<file path="src/rtl/inference_ctrl_fsm_pkg.sv">
// -----------------------------------------------------------------------------
// inference_ctrl_fsm_pkg
//
// Shared definitions for the inference controller: the state encodings used
// on the state bus (consumed by the datapath and the output serializer), the
// number of states and the derived state-bus width.
//
// The four existing encodings are fixed. Downstream decoders depend on them,
// so a new state must take a new code and leave these unchanged.
// -----------------------------------------------------------------------------
package inference_ctrl_fsm_pkg;

  localparam int NUMBER_OF_STATES = 4;
  localparam int STATE_BIT_WIDTH  = $clog2(NUMBER_OF_STATES);

  typedef enum logic [STATE_BIT_WIDTH-1:0] {
    IDLE                = STATE_BIT_WIDTH'(0),
    RUNNING             = STATE_BIT_WIDTH'(1),
    SENDING             = STATE_BIT_WIDTH'(2),
    PROCESSING_FEW_SHOT = STATE_BIT_WIDTH'(3)
  } state_e;

endpackage : inference_ctrl_fsm_pkg

</file>
<file path="src/rtl/inference_ctrl_fsm_sat_counter.sv">
// -----------------------------------------------------------------------------
// inference_ctrl_fsm_sat_counter
//
// Up-counter with a synchronous clear. When the count reaches all-ones it
// holds there and does not wrap. If clear and enable are both high in the same
// cycle, clear takes priority.
//
// Ports
//   clk     in   clock
//   rst     in   synchronous active-high reset (count -> 0)
//   clear   in   synchronous clear (count -> 0)
//   enable  in   count up by one this cycle
//   count   out  current count (registered)
// -----------------------------------------------------------------------------
module inference_ctrl_fsm_sat_counter #(
  parameter int WIDTH = 16
) (
  input  logic             clk,
  input  logic             rst,
  input  logic             clear,
  input  logic             enable,
  output logic [WIDTH-1:0] count
);

  logic at_max;

  assign at_max = (count == {WIDTH{1'b1}});

  // NOTE: sequential state is written with non-blocking assignments only, so
  // every register samples the values from before the clock edge.
  always_ff @(posedge clk) begin
    if (rst) begin
      count <= '0;
    end else if (clear) begin
      count <= '0;
    end else if (enable && !at_max) begin
      count <= count + WIDTH'(1);
    end
  end

endmodule : inference_ctrl_fsm_sat_counter

</file>
<file path="src/rtl/inference_ctrl_fsm.sv">
// -----------------------------------------------------------------------------
// inference_ctrl_fsm
//
// Top-level processing controller. It sits between the host/SPI command
// decoder and the network datapath. It sequences
// IDLE -> RUNNING -> SENDING / PROCESSING_FEW_SHOT, and it drives the state
// bus that the datapath and the output serializer read.
//
// Beyond the basic sequencing it provides:
//   - an output-word valid/ready handshake that counts beats and flags the
//     last word;
//   - a bounded inference count for continuous mode;
//   - a watchdog timeout on few-shot processing.
//
// Parameters
//   OUT_WORDS_WIDTH    width of the per-inference output word count
//   INFER_COUNT_WIDTH  width of the inference limit and the inference counter
//   TIMEOUT_WIDTH      width of the few-shot watchdog limit and timer
//
// Ports
//   clk, rst                   clock, synchronous active-high reset
//   continuous_processing      restart after each send
//   classification             classification mode
//   is_output_layer            current layer is the output layer
//   toggle_processing_new      start request (in IDLE) or stop request
//   start_sending              results ready to send
//   skip_sending               finish the inference without sending
//   num_output_words           words to send; latched when start_sending is taken
//   out_ready / out_valid      output word handshake
//   out_last                   current word is the final word of the send
//   start_few_shot_processing  enter few-shot learning
//   done_few_shot_processing   few-shot learning complete
//   few_shot_timeout           watchdog limit in cycles; 0 disables the watchdog
//   num_inferences             continuous-mode inference limit; 0 = unlimited
//   inference_count            completed sends since the last start
//   timed_out                  sticky: the last few-shot phase hit the watchdog
//   state / next_state         registered state / combinational next state
// -----------------------------------------------------------------------------
module inference_ctrl_fsm
  import inference_ctrl_fsm_pkg::*;
#(
  parameter int OUT_WORDS_WIDTH   = 8,
  parameter int INFER_COUNT_WIDTH = 16,
  parameter int TIMEOUT_WIDTH     = 16
) (
  input  logic                         clk,
  input  logic                         rst,
  input  logic                         continuous_processing,
  input  logic                         classification,
  input  logic                         is_output_layer,
  input  logic                         toggle_processing_new,
  input  logic                         start_sending,
  input  logic                         skip_sending,
  input  logic [OUT_WORDS_WIDTH-1:0]   num_output_words,
  input  logic                         out_ready,
  output logic                         out_valid,
  output logic                         out_last,
  input  logic                         start_few_shot_processing,
  input  logic                         done_few_shot_processing,
  input  logic [TIMEOUT_WIDTH-1:0]     few_shot_timeout,
  input  logic [INFER_COUNT_WIDTH-1:0] num_inferences,
  output logic [INFER_COUNT_WIDTH-1:0] inference_count,
  output logic                         timed_out,
  output logic [STATE_BIT_WIDTH-1:0]   state,
  output logic [STATE_BIT_WIDTH-1:0]   next_state
);

  state_e                       state_q;
  state_e                       state_d;
  logic [OUT_WORDS_WIDTH-1:0]   remaining;
  logic [OUT_WORDS_WIDTH-1:0]   remaining_d;
  logic                         stop_pending;
  logic [TIMEOUT_WIDTH-1:0]     timer;

  logic                         beat;
  logic                         send_done;
  logic                         want_restart;
  logic                         stop_req;
  logic                         below_limit;
  logic                         watchdog_hit;
  logic                         enter_run;
  logic                         enter_few_shot;
  logic                         in_few_shot;
  logic [INFER_COUNT_WIDTH:0]   count_plus_one;

  assign state      = state_q;
  assign next_state = state_d;

  // ---------------------------------------------------------------------------
  // Handshake and completion decode
  // ---------------------------------------------------------------------------
  // out_valid is always equal to (state_q == SENDING), because both registers
  // are loaded from the same next-state value. The beat can therefore be
  // decoded from state_q directly.
  assign beat      = (state_q == SENDING) & out_ready;
  assign send_done = beat & (remaining == OUT_WORDS_WIDTH'(1));

  // The extra bit prevents a wrap when inference_count is already all-ones.
  assign count_plus_one = {1'b0, inference_count} + (INFER_COUNT_WIDTH + 1)'(1);
  assign below_limit    = (num_inferences == '0) |
                          (count_plus_one < {1'b0, num_inferences});

  assign want_restart = continuous_processing | (~classification & is_output_layer);

  // A stop request that arrives on the final beat itself also counts, so that
  // a toggle during a send is never lost.
  assign stop_req = stop_pending | toggle_processing_new;

  assign in_few_shot  = (state_q == PROCESSING_FEW_SHOT);
  assign watchdog_hit = (few_shot_timeout != '0) &
                        (timer == few_shot_timeout - TIMEOUT_WIDTH'(1));

  assign enter_run      = (state_q == IDLE) & toggle_processing_new;
  assign enter_few_shot = (state_q == RUNNING) & ~start_sending & start_few_shot_processing;

  // ---------------------------------------------------------------------------
  // Next-state and next-remaining logic
  // ---------------------------------------------------------------------------
  // NOTE: every signal assigned in this block gets a default first. Without
  // the defaults, a missed branch would infer a latch.
  always_comb begin
    state_d     = state_q;
    remaining_d = remaining;
    unique case (state_q)
      IDLE: begin
        if (toggle_processing_new) begin
          state_d = RUNNING;
        end
      end
      RUNNING: begin
        if (start_sending) begin
          state_d     = SENDING;
          remaining_d = (num_output_words == '0) ? OUT_WORDS_WIDTH'(1)
                                                 : num_output_words;
        end else if (start_few_shot_processing) begin
          state_d = PROCESSING_FEW_SHOT;
        end else if (toggle_processing_new | skip_sending) begin
          state_d = IDLE;
        end
      end
      SENDING: begin
        if (beat) begin
          remaining_d = remaining - OUT_WORDS_WIDTH'(1);
          if (remaining == OUT_WORDS_WIDTH'(1)) begin
            state_d = (want_restart & ~stop_req & below_limit) ? RUNNING : IDLE;
          end
        end
      end
      PROCESSING_FEW_SHOT: begin
        // A done in the same cycle as watchdog expiry takes priority.
        if (done_few_shot_processing | watchdog_hit) begin
          state_d = IDLE;
        end
      end
      default: state_d = IDLE;
    endcase
  end

  // ---------------------------------------------------------------------------
  // State, down-counter, flags and registered handshake outputs
  // ---------------------------------------------------------------------------
  // NOTE: out_valid and out_last are loaded from the next-state values. They
  // then change on the same edge as state, and both outputs come straight
  // from flops with no decode logic after them.
  always_ff @(posedge clk) begin
    if (rst) begin
      state_q      <= IDLE;
      remaining    <= '0;
      stop_pending <= 1'b0;
      timed_out    <= 1'b0;
      out_valid    <= 1'b0;
      out_last     <= 1'b0;
    end else begin
      state_q   <= state_d;
      remaining <= remaining_d;
      out_valid <= (state_d == SENDING);
      out_last  <= (state_d == SENDING) & (remaining_d == OUT_WORDS_WIDTH'(1));

      if (enter_run | send_done) begin
        stop_pending <= 1'b0;
      end else if ((state_q == SENDING) & toggle_processing_new) begin
        stop_pending <= 1'b1;
      end

      if (enter_run) begin
        timed_out <= 1'b0;
      end else if (in_few_shot & ~done_few_shot_processing & watchdog_hit) begin
        timed_out <= 1'b1;
      end
    end
  end

  // ---------------------------------------------------------------------------
  // Counters
  // ---------------------------------------------------------------------------
  inference_ctrl_fsm_sat_counter #(
    .WIDTH (INFER_COUNT_WIDTH)
  ) u_inference_counter (
    .clk    (clk),
    .rst    (rst),
    .clear  (enter_run),
    .enable (send_done),
    .count  (inference_count)
  );

  // The timer is 0 in the first cycle of PROCESSING_FEW_SHOT. A compare
  // against limit-1 therefore leaves the state after exactly `limit` cycles.
  inference_ctrl_fsm_sat_counter #(
    .WIDTH (TIMEOUT_WIDTH)
  ) u_watchdog_timer (
    .clk    (clk),
    .rst    (rst),
    .clear  (enter_few_shot),
    .enable (in_few_shot),
    .count  (timer)
  );

endmodule : inference_ctrl_fsm

</file>
<file path="config.mk">
export PLATFORM = sky130hd
export DESIGN_NAME = inference_ctrl_fsm
export DESIGN_NICKNAME = d
export VERILOG_FILES = /design/src/rtl/inference_ctrl_fsm_pkg.sv /design/src/rtl/inference_ctrl_fsm_sat_counter.sv /design/src/rtl/inference_ctrl_fsm.sv
export SDC_FILE = /design/constraint.sdc
export NUM_CORES = 1
export LEC_CHECK = 0
export ABC_AREA = 0
export BUFFER_PORTS_ARGS = -buffer_cell sky130_fd_sc_hd__buf_2
export CORE_ASPECT_RATIO = 1.2
export CORE_MARGIN = 1.5
export CORE_UTILIZATION = 31
export DETAILED_ROUTE_END_ITERATION = 8
export HOLD_SLACK_MARGIN = 0.06
export PLACE_DENSITY = 0.53
export SYNTH_ARGS = -nofsm -noshare
export SYNTH_HDL_FRONTEND = slang
export SYNTH_SLANG_ARGS = --single-unit
</file>
<file path="constraint.sdc">
create_clock -name clk -period 9.3 [get_ports clk]
set_input_delay 0.465 -clock clk [delete_from_list [all_inputs] [get_ports clk]]
set_output_delay 0.465 -clock clk [all_outputs]
set_load 0.005 [all_outputs]
</file>
# Word-level counts from Yosys, hierarchy flattened
# Cells that the tools add are included.
[totals] register_bits=46 elab_cells=70
[op_classes] n_addsub=5 order_cmp=1 n_eq_ne=9 mux=13 bitwise_logic=23 n_reduce_logical=11
[ops] operator="16-bit by 1-bit adder with 16-bit output, second input constant" n=2
[ops] operator="16-bit equality test, second input constant" n=2
[ops] operator="8-bit two-way mux" n=3
[ops] operator="16-bit by 1-bit adder with 17-bit output, second input constant" n=1
[ops] operator="17-bit by 16-bit < comparator with 1-bit output" n=1
[ops] operator="16-bit equality test" n=1
[ops] operator="8-bit by 1-bit equality test with 1-bit output, second input constant" n=2
[ops] operator="16-bit logical NOT" n=1
[ops] operator="8-bit one-hot mux with 2 select lines" n=1
[ops] operator="16-bit nonzero test" n=1
[ops] operator="16-bit by 1-bit subtractor with 16-bit output, second input constant" n=1
[ops] operator="2-bit two-way mux" n=7
[ops] operator="1-bit bitwise AND" n=13
[ops] operator="8-bit logical NOT" n=1
[ops] operator="2-bit one-hot mux with 4 select lines" n=1
[ops] operator="8-bit by 1-bit subtractor with 8-bit output, second input constant" n=1
[ops] operator="2-bit equality test, second input constant" n=3
[ops] operator="1-bit bitwise OR" n=6
[ops] operator="2-bit OR reduction" n=3
[ops] operator="1-bit inverter" n=4
[ops] operator="2-bit by 1-bit equality test with 1-bit output, second input constant" n=1
[ops] operator="1-bit logical AND" n=2
[ops] operator="1-bit logical NOT" n=2
[ops] operator="2-bit logical NOT" n=1
[ops] operator="1-bit two-way mux" n=1

# Longest topological paths before layout
# Gate-level depths: netlist (run 1).
[depth] ltp_word=11 ltp_mapped=12 mapped_depth_nobuf=12

# Hierarchy
# From an unflattened synthesis (run 1), not the netlist that was laid out.
[unflattened] cells_unflattened=521 hier_area_um2=4048.9
[modules_own_cells] module="inference_ctrl_fsm" instances=1 cells_each=301 area_each_um2=2199.6
[modules_own_cells] module="inference_ctrl_fsm_sat_counter" instances=2 cells_each=110 area_each_um2=924.6

# Worst setup path after synthesis (run 1)
# OpenSTA, ideal clock, no wires.
[synth_path] path_type="register to output" from="register u_inference_counter.count[6]" to="output next_state[0]" arrival_ns=2.989 t_required_ns=8.835 setup_slack_ns=5.846 path_stages_with_launch=12 path_buffers=1 path_cell_list="dfxtp_1 > clkbuf_1 > nand3_1 > or4_1 > or2_2 > xnor2_1 > ha_1 > a21o_1 > a211o_1 > a2111oi_0 > o311a_1 > or2_2"
[synth_via] elab_chain_cells=8
[synth_rtl] element="start, declared" line="inference_ctrl_fsm_sat_counter.sv:22" text="output logic [WIDTH-1:0] count"
[synth_rtl] element="start signal, assigned" line="inference_ctrl_fsm_sat_counter.sv:37" text="count <= count + WIDTH'(1);"
[synth_rtl] element="16-bit by 1-bit adder with 17-bit output" line="inference_ctrl_fsm.sv:99" text="assign count_plus_one = {1'b0, inference_count} + (INFER_COUNT_WIDTH + 1)'(1);"
[synth_rtl] element="net count_plus_one[11]" line="inference_ctrl_fsm.sv:84" text="logic [INFER_COUNT_WIDTH:0] count_plus_one;"
[synth_rtl] element="17-bit by 16-bit < comparator with 1-bit output" line="inference_ctrl_fsm.sv:101" text="(count_plus_one < {1'b0, num_inferences});"
[synth_rtl] element="1-bit bitwise OR" line="inference_ctrl_fsm.sv:100" text="assign below_limit = (num_inferences == '0) |"
[synth_rtl] element="1-bit bitwise AND" line="inference_ctrl_fsm.sv:145" text="state_d = (want_restart & ~stop_req & below_limit) ? RUNNING : IDLE;"
[synth_rtl] element="1-bit two-way mux" line="inference_ctrl_fsm.sv:145"
[synth_rtl] element="2-bit two-way mux" line="inference_ctrl_fsm.sv:144" text="if (remaining == OUT_WORDS_WIDTH'(1)) begin"
[synth_rtl] element="2-bit two-way mux" line="inference_ctrl_fsm.sv:142" text="if (beat) begin"
[synth_rtl] element="2-bit one-hot mux with 4 select lines" line="inference_ctrl_fsm.sv:124" text="unique case (state_q)"
[synth_rtl] element="end, declared" line="inference_ctrl_fsm.sv:65" text="output logic [STATE_BIT_WIDTH-1:0] next_state"
# The timed path passes the listed nets, and every way through them passes these cells.

# Final worst setup path (run 1)
[layout_path] from="register u_inference_counter.count[2]" to="output next_state[0]"
# Same word-level chain as after synthesis.

==> reports/results.ini, run 1 <==
[setup_path]
worstSetupPathType = reg -> out
start_kind = flop
crit_fanout = 6
worstSetupEndpointType = output port
arrival_ns = 3.72
cp.required_ns = 8.84

[cts]
ctsHoldBuffers = 0
cts-resized-gates = 0
numCtsBuffers = 5
clock_latency_ns = 0.29
cts_tree = done
clock-sinks = 46
clk_pin_slew_ns = 0.06
cts-root-buf = clkbuf_16
clk_path_buf_depth = 2
post-cts-setup-buffers = 0
htreeDepth = 2

[floorplanning]
io_pins = 74
die_w_um = 100.2
core_mm2 = 0.01104
dieArea_mm2 = 0.01198
fp.dieH_um = 119.6
initial_core_util_pct = 31.83
rows = 42

[route]
ant_nets = 0
vias_per_cell = 5.233
wl_per_cell_um = 14.39
vias = 3412
wl_um = 9381
drt_iter0_markers = 145
drc_errors = 0
drtPass1Iterations = 4

[run_status]
run_status = completed

[yosys]
synthFlopType = dfxtp_1
ys_ff_latch = 46
synth.yosys.warnings = 0
synthCells = 452
synth_fp_nets = 529
async_flop_share_pct = 0
netlist_area_mm2 = 0.003512
ys_seq_area_share_pct = 26.22
netlist-cell-type-count = 59
synth_edf_count = 0
avgSynthCellArea_um2 = 7.770

[power]
powerDensity_mw_per_mm2 = 113.9
leakage_nw = 1.751
vdd_ir_drop_max_uv = 61.75

[run]
maxCapViolCount = 0

[timing]
fin_crit_sh_pct = 45.04
clock_skew_ns = 0.006261
final-setup-viol-count = 0
slew_viol_final = 0
rsz0062_at_grt = no
fmax_mhz = 238.8
worstMarginPinSlew_ns = 0.7976
timing.max_slew.rel_slack_pct = 46.34
layout_min_cycle_time_ns = 4.188
hold_viol_final = 0
finalSetupTns_ns = 0
hold-worst-slack_ns = 0.4904

[final_layout]
nNetsFinal = 596
area_growth_pct = 18.45
layout-drive-gt1-share_pct = 17.31
n_antenna_cell = 0

[placement]
hpwl_um = 7666
gp_congestion = 0.8657
port_buffers = 73

[global_routing]
grt_usage_pct = 15.92
grt_pass1_wl_um = 15490
grt_overflow = 0
grt_antenna_before_repair = 0
grt_pass1_vias = 3288
grt_max_degree = 19

[hold_path]
hold_class = in -> reg

[path summary, 6_finish.rpt]
kind	to	slack, ns	cells after the start	from
setup / recovery	next_state[0]	5.11	11	u_inference_counter.count[2]
hold / removal	remaining[4]	0.49	3	num_output_words[4]
hold reg to reg	u_inference_counter.count[5]	0.51	2	u_inference_counter.count[5]
setup reg to reg	out_last	5.88	10	u_inference_counter.count[2]
[cells in the mapped netlist (5+ instances only)]
cell	number	area (um2)
clkbuf_1	11	41.29
nor4_1	11	68.82
xor2_1	27	236.5
a21oi_1	22	110.1
or4_1	7	52.55
nand2_1	34	127.6
inv_1	29	108.9
a21o_1	5	37.54
nor2_1	53	198.9
or3_1	10	62.56
nor2b_1	5	31.28
o21ai_0	19	95.09
ha_1	26	325.3
dfxtp_1	46	920.9
nand3_1	18	90.09
nor3_1	13	65.06
nand4_1	11	68.82
xnor2_1	30	262.8
nand2b_1	6	37.54
[routing by layer]
layer	GRT usage (%)	part of all wire (%)	up-vias
met2	28.15	48	87
li1	-	-	1752
met5	0	0	-
met4	4.754	1.7	0
met1	19.44	45	1562
met3	2.912	5.3	11
[registers in the layout, summed over array words and instances, names as in the netlist]
name,count
out_last,1
out_valid,1
remaining,8
state,2
stop_pending,1
timed_out,1
u_inference_counter.count,16
u_watchdog_timer.count,16
[logic make-up (layout without fill, tap and decap cells)]
group,count (synthesis),count (layout),share of synthesized area [%]
AO/OA/AOI/OAI,88,88,17.07
XOR/XNOR,57,57,14.21
adder cells (fa/ha/maj),26,26,9.263
buffers and inverters,42,110,4.489
flip-flops,46,46,26.22
multiplexers,1,1,0.2850
AND/OR/NAND/NOR,192,192,28.47
[critical path, cell delays in order, from the launching register on]
cell,delay (ns)
dfxtp_1,0.44
nand2_1,0.10
or4_1,0.60
or2_2,0.35
xnor2_1,0.13
ha_1,0.29
a21o_1,0.19
a211o_1,0.30
a2111oi_0,0.41
o311a_1,0.35
or2_2,0.15
buf_2,0.11
[final cells by class]
cell class,instances,area (um2)
clock buffer,6,128.9
clock inverter,2,37.54
fill,1162,6875
inverter,29,108.9
multi-input combinational,364,2434
sequential,46,920.9
tap,132,165.2
timing repair buffer,73,365.4
[power by group]
group          internal (mW)  switching [mW]  total [mW]  leakage (nW)
clock                  0.127          0.0743       0.201        0.0771
combinational         0.0292          0.0426      0.0718          1.30
sequential             0.199         0.00226       0.201         0.371
total                  0.355           0.119       0.474          1.75
[through the flow]
stage          utilization [%]  power (mW)  setup WS [ns]  std cells  instance area (um2)
5_1_grt                  37.70      0.4994          4.880        652                 4160
4_1_cts                  37.70      0.4817          5.077        652                 4160
3_5_place_dp             36.19      0.2774          5.397        644                 3994
2_1_floorplan                -      0.2471          5.846        452                 3512
6_report                 37.70      0.4740          5.112        652                 4160
3_3_place_gp             36.19      0.2768          5.552        644                 3994
[layout by cell type (no fill, tap or decap), drive strengths merged, types with 5 or more instances in the layout]
master	n
ha	26
nand3	18
buf	73
clkbuf	6
nand4	11
a21o	5
xor2	27
inv	29
dfxtp	46
xnor2	30
o21ai	21
nor2	53
nand2b	7
nand2	34
nor4	11
or4	9
nor3	13
a21oi	22
or3	10
nor2b	5
(Power assumes the default switching activity.)
==> run 2: changes to the inputs <==
clock period = 4.29 ns   (was 9.3 ns; I/O delays follow)
==> run 2 against run 1 <==
Final area is 0.36% higher. Routed wire length is 0.69% lower. Worst setup slack worse by 4.7 ns. Sequential share of layout area is 0.080 points lower.
==> reports/results.ini, run 2 (synthesis results as in run 1) <==
[final_layout]
area_growth_pct = 18.88
fin_cells = 654  ; +0.31%
nNetsFinal = 598  ; +0.34%
layout-drive-gt1-share_pct = 17.62  ; +0.32 points
final_common_cell = buf_2
final_cell_mix = 73 x buf_2, 53 x nor2_1, 46 x dfxtp_1, 34 x nand2_1, 30 x xnor2_1
n_antenna_cell = 0  ; unchanged
reg_top3 = u_inference_counter.count: 16 flops, u_watchdog_timer.count: 16 flops, remaining: 8 flops

[floorplanning]
core_mm2 = 0.01104  ; unchanged
initial_core_util_pct = 31.83  ; unchanged
die_w_um = 100.2  ; unchanged
io_pins = 74  ; unchanged
fp.dieH_um = 119.6  ; unchanged
rows = 42  ; unchanged
dieArea_mm2 = 0.01198  ; unchanged

[cts]
post-cts-setup-buffers = 0  ; unchanged
numCtsBuffers = 5  ; unchanged
clk_path_buf_depth = 2  ; unchanged
ctsHoldBuffers = 0  ; unchanged
clock_latency_ns = 0.29  ; about the same
cts-resized-gates = 0  ; unchanged
htreeDepth = 2  ; unchanged
cts-root-buf = clkbuf_16
cts_tree = done
clk_pin_slew_ns = 0.06  ; about the same
clock-sinks = 46  ; unchanged

[setup_path]
crit_fanout = 6  ; unchanged
arrival_ns = 3.69  ; -0.03 ns
crit_slowest_cell = or4_1
worstPathCellList = nand2_1 > or4_1 > or2_2 > xnor2_1 > ha_1 > a21o_1 > a211o_1 > a2111oi_0 > o311a_1 > or2_2 > buf_2
start_kind = flop
worstSetupEndpointType = output port
worstSetupPathType = reg -> out
cp.required_ns = 4.08  ; -4.76 ns
max_stage_delay_ns = 0.61  ; about the same
cpMostUsedCell = or2_2

[route]
drt_iter0_markers = 154  ; +6.2%
vias = 3447  ; +1.0%
drtPass1Iterations = 4  ; unchanged
vias_per_cell = 5.271  ; +0.72%
wl_um = 9316  ; -0.69%
wl_per_cell_um = 14.24  ; -1.0%
ant_nets = 0  ; unchanged
drc_errors = 0  ; unchanged

[hold_path]
hold_class = in -> reg

[placement]
hpwl_um = 7553  ; -1.5%
dp_cells = 646  ; +0.31%
gp_congestion = 0.8391  ; -3.1%
port_buffers = 73  ; unchanged

[power]
leakage_nw = 1.760  ; +0.55%
powerDensity_mw_per_mm2 = 246.8  ; +120%
vdd_ir_drop_max_uv = 157.0  ; +150%

[global_routing]
grt_pass1_wl_um = 15410  ; -0.49%
grt_overflow = 0  ; unchanged
grt_antenna_before_repair = 0  ; unchanged
grt_max_degree = 19  ; unchanged
grt_pass1_vias = 3297  ; +0.27%
grt_usage_pct = 15.85  ; -0.070 points

[timing]
fmax_mhz = 256.3
rsz0062_at_grt = no
clock_skew_ns = 0.006172  ; -0.00008871 ns
hold_viol_final = 0  ; unchanged
worstMarginPinSlew_ns = 0.7867  ; -0.01088 ns
fin_crit_sh_pct = 90.96
finalSetupTns_ns = 0  ; unchanged
timing.max_slew.rel_slack_pct = 47.07  ; +0.73 points
final-setup-viol-count = 0  ; unchanged
layout_min_cycle_time_ns = 3.902
slew_viol_final = 0  ; unchanged

[run_status]
run_status = completed

[run]
maxCapViolCount = 0  ; unchanged

[run 2: cell types whose count changed in the layout (fill, tap and decap cells not counted)]
cell   before  now
buf_4       0    2
[run 2: metrics by stage]
stage / hold WS [ns] / utilization (%) / worst slack [ns] / total power, mW / instance area (um2)
3_5_place_dp: 0.4990 / 36.33 / 0.6963 / 0.6015 / 4009
3_3_place_gp: 0.4868 / 36.33 / 0.7873 / 0.6007 / 4009
5_1_grt: 0.2506 / 37.83 / 0.1497 / 1.082 / 4175
6_report: 0.2299 / 37.83 / 0.3879 / 1.030 / 4175
2_1_floorplan: 0.3777 / - / 1.087 / 0.5356 / 3512
4_1_cts: 0.2284 / 37.83 / 0.3670 / 1.047 / 4175
[run 2: power breakdown]
part / leakage [nW] / internal [mW] / switching (mW)
logic: 1.31 / 0.0640 / 0.0918
registers: 0.371 / 0.431 / 0.00515
clock network: 0.0771 / 0.275 / 0.163
[run 2: critical path: cells and delay by family, from the launching register on]
| family | cells | cell delay [ns] |
|---|---|---|
| buffers and inverters | 1 | 0.11 |
| and+or+nand+nor | 4 | 1.22 |
| adders and majority gates | 1 | 0.30 |
| AOI/OAI and AO/OA | 4 | 1.21 |
| xor gates and xnor gates | 1 | 0.14 |
| DFF | 1 | 0.43 |
[run 2: cell type report]
cell class,count,area (um2)
well taps,132,165.2
inverters,29,108.9
multi-input cells,364,2434
fillers,1153,6860
clock inverters,2,37.54
repair buffers,75,380.4
flip-flops and latches,46,920.9
clock buffers,6,128.9
[run 2: final timing paths]
kind / slack (ns) / endpoint / cells past startpoint / from
setup / recovery: 0.39 / next_state[0] / 11 / u_inference_counter.count[2]
hold / removal: 0.23 / remaining[4] / 3 / num_output_words[4]
setup reg to reg: 0.94 / out_last / 10 / u_inference_counter.count[2]
hold reg to reg: 0.51 / u_inference_counter.count[5] / 2 / u_inference_counter.count[5]
[run 2: per-layer routing]
metal	track usage (%)	routed length (um)	vias up
met4	4.754	195	0
met1	19.96	4257	1585
met5	0	0	-
li1	-	-	1763
met3	2.796	389	15
met2	27.38	4473	84
==> run 3: changes to the inputs <==
BUFFER_PORTS_ARGS = -buffer_cell sky130_fd_sc_hd__buf_4   (was -buffer_cell sky130_fd_sc_hd__buf_2)
SYNTH_HIERARCHICAL = 1   (was unset)
==> run 3 against run 2 <==
Clock power shrank 7.8%. Global-route usage grew 0.95 points. Worst setup slack lost 0.12 ns. Clock-buffer cell count is the same. Final area grew 16%. Worst hold slack lost 0.038 ns. Critical path type unchanged. Sequential power grew 4%. Non-clock buffer count grew 2. Largest power group is now sequential cells. First-iteration DRC count grew 100%. Sequential share of layout area shrank 3.1 points.
==> reports/results.ini, run 3 <==
[cts]
cts-resized-gates = 0  ; unchanged
cts-root-buf = clkbuf_16
htreeDepth = 2  ; unchanged
post-cts-setup-buffers = 0  ; unchanged
clk_path_buf_depth = 2  ; unchanged
numCtsBuffers = 5  ; unchanged
ctsHoldBuffers = 0  ; unchanged
clk_pin_slew_ns = 0.07  ; about the same
cts_tree = done
clock-sinks = 46  ; unchanged
clock_latency_ns = 0.29  ; about the same

[yosys]
synth_fp_nets = 599  ; +13%
synth.yosys.warnings = 6  ; +6
ys_top_cells_by_area = dfxtp_1 23%, ha_1 8.3%, xnor2_1 5.0%
synth_edf_count = 0  ; unchanged
ys_seq_area_share_pct = 22.74  ; -3.5 points
yosys.area.top_type = dfxtp_1
netlist-cell-type-count = 60  ; +1.7%
yosysMostFrequentCell = dfxtp_1
async_flop_share_pct = 0  ; unchanged
ys_ff_latch = 46  ; unchanged
netlist_area_mm2 = 0.004049  ; +15%
synthFlopType = dfxtp_1
synth_top_cell_area_share_pct = 22.74  ; -3.5 points
avgSynthCellArea_um2 = 7.771  ; about the same
synthCells = 521  ; +15%
ys_top_cells_by_count = 46 x dfxtp_1, 40 x nand3_1, 38 x nor2_1

[timing]
fin_crit_sh_pct = 93.67  ; +2.7 points
timing.max_slew.rel_slack_pct = 58.30  ; +11 points
hold_viol_final = 0  ; unchanged
clock_skew_ns = 0.007307  ; +0.001135 ns
hold-worst-slack_ns = 0.1915  ; -0.03838 ns
finalSetupTns_ns = 0  ; unchanged
layout_min_cycle_time_ns = 4.019  ; +0.1165 ns
rsz0062_at_grt = no
final-setup-viol-count = 0  ; unchanged
worstMarginPinSlew_ns = 0.6213  ; -0.1654 ns
slew_viol_final = 0  ; unchanged
fmax_mhz = 248.8  ; -2.9%

[placement]
placedInstanceArea_mm2 = 0.004710  ; +17%
hpwl_um = 8916  ; +18%
gp_congestion = 0.9074  ; +8.1%
port_buffers = 73  ; unchanged

[final_layout]
multi_input_area_mm2 = 0.002885  ; +19%
layout-drive-gt1-share_pct = 17.58  ; -0.048 points
area_growth_pct = 20.06
fill_cells = 1371  ; +19%
nNetsFinal = 663  ; +11%
n_antenna_cell = 0  ; unchanged
final-seq-area_um2 = 920.9  ; unchanged
reg_top3 = u_inference_counter/count: 16 flops, u_watchdog_timer/count: 16 flops, remaining: 8 flops
stdcell_area_mm2 = 0.004861  ; +16%
final_cell_mix = 77 x buf_4, 46 x dfxtp_1, 40 x nand3_1, 38 x nor2_1, 37 x a21oi_1
final_common_cell = buf_4

[global_routing]
grt_usage_pct = 16.80  ; +0.95 points
grt_antenna_before_repair = 0  ; unchanged
grt_overflow = 0  ; unchanged
grt_max_degree = 25  ; +6
grt_pass1_wl_um = 19130  ; +24%
grt_pass1_vias = 4075  ; +24%

[floorplanning]
fp.dieH_um = 128.2  ; +7.2%
io_pins = 74  ; unchanged
rows = 45  ; +7.1%
core_mm2 = 0.01272  ; +15%
die_w_um = 107.3  ; +7.1%
initial_core_util_pct = 31.82  ; about the same
dieArea_mm2 = 0.01376  ; +15%

[run]
maxCapViolCount = 0  ; unchanged

[route]
wl_per_cell_um = 15.51  ; +8.9%
ant_nets = 0  ; unchanged
drtPass1Iterations = 5  ; +1
drt_iter0_markers = 311  ; +100%
vias_per_cell = 5.644  ; +7.1%
wl_um = 11630  ; +25%
vias = 4233  ; +23%
drc_errors = 0  ; unchanged

[hold_path]
hold_class = in -> reg

[run_status]
run_status = completed

[power]
power_mw = 1.157  ; +12%
leakage_nw = 1.898  ; +7.8%
vdd_ir_drop_max_uv = 134.9  ; -14%
powerDensity_mw_per_mm2 = 238.1  ; -3.5%

[setup_path]
start_kind = flop
cp.required_ns = 4.08  ; about the same
worstSetupEndpointType = output port
crit_fanout = 11  ; +5
worstSetupPathType = reg -> out
arrival_ns = 3.80  ; +0.11 ns

==> run 3: changes by cell type in the layout (fill, tap and decap cells not counted), moves of 9 or more <==
cell | before | now
nand4_1 | 11 | 21
buf_4 | 2 | 77
nor2_1 | 53 | 38
nand3_1 | 18 | 40
xor2_1 | 27 | 9
a21oi_1 | 22 | 37
and3_1 | 2 | 12
buf_2 | 73 | 0
a31oi_1 | 2 | 11
==> run 3: final timing paths <==
kind	start	endpoint	slack [ns]	cells past startpoint
setup reg to reg	u_inference_counter/count[0]	out_last	0.60	13
hold reg to reg	remaining[6]	remaining[6]	0.51	2
setup / recovery	u_inference_counter/count[0]	next_state[0]	0.27	13
hold / removal	num_output_words[4]	remaining[4]	0.19	3
==> run 3: metal layers <==
metal	track usage [%]	wire length (um)	vias up	share of wire, %
met1	20.54	5187	1974	45
met5	0	0	-	0
met4	6.039	225	0	1.9
met2	30.01	5754	120	49
li1	-	-	2122	-
met3	1.932	464	17	4.0
==> run 3: kinds of logic after synthesis <==
family	after synthesis	synth area share, %
adders and majority gates	27	8.344
muxes	7	1.761
xor gates and xnor gates	32	6.922
DFF	46	22.74
AOI/OAI and AO/OA	121	20.03
and+or+nand+nor	236	34.21
buffers and inverters	52	5.995
==> run 3: area by class of cell <==
class | instances | area share, %
timing repair buffer | 77 | 11.89
clock buffer | 6 | 2.857
sequential | 46 | 18.94
tap | 164 | 4.221
multi-input combinational | 423 | 59.36
clock inverter | 2 | 0.2574
inverter | 32 | 2.471
==> run 3: critical path: stages (launching register included) <==
cell and delay, ns:
dfxtp_1 0.53, ha_1 0.31, nand2_1 0.10, nor2_1 0.24, nand3_1 0.14, xnor2_1 0.16
ha_1 0.33, nand4_1 0.12, o21ai_0 0.19, a221oi_1 0.10, a211oi_1 0.49, o211ai_1 0.23
o32a_4 0.44, buf_4 0.14
==> run 3: stage by stage <==
stage	setup WS, ns	cells	utilization (%)
finish	0.2714	750	38.20
floorplan	1.325	521	-
detailed placement	0.5431	742	37.01
CTS	0.2178	750	38.20
global route	0.02738	750	38.20
global placement	0.6687	742	37.01
==> run 3: power by group <==
part / switching (mW) / internal [mW] / total (mW) / leakage [nW]
Combinational: 0.168 / 0.132 / 0.300 / 1.45
Clock: 0.173 / 0.231 / 0.404 / 0.0729
Sequential: 0.0157 / 0.438 / 0.453 / 0.371
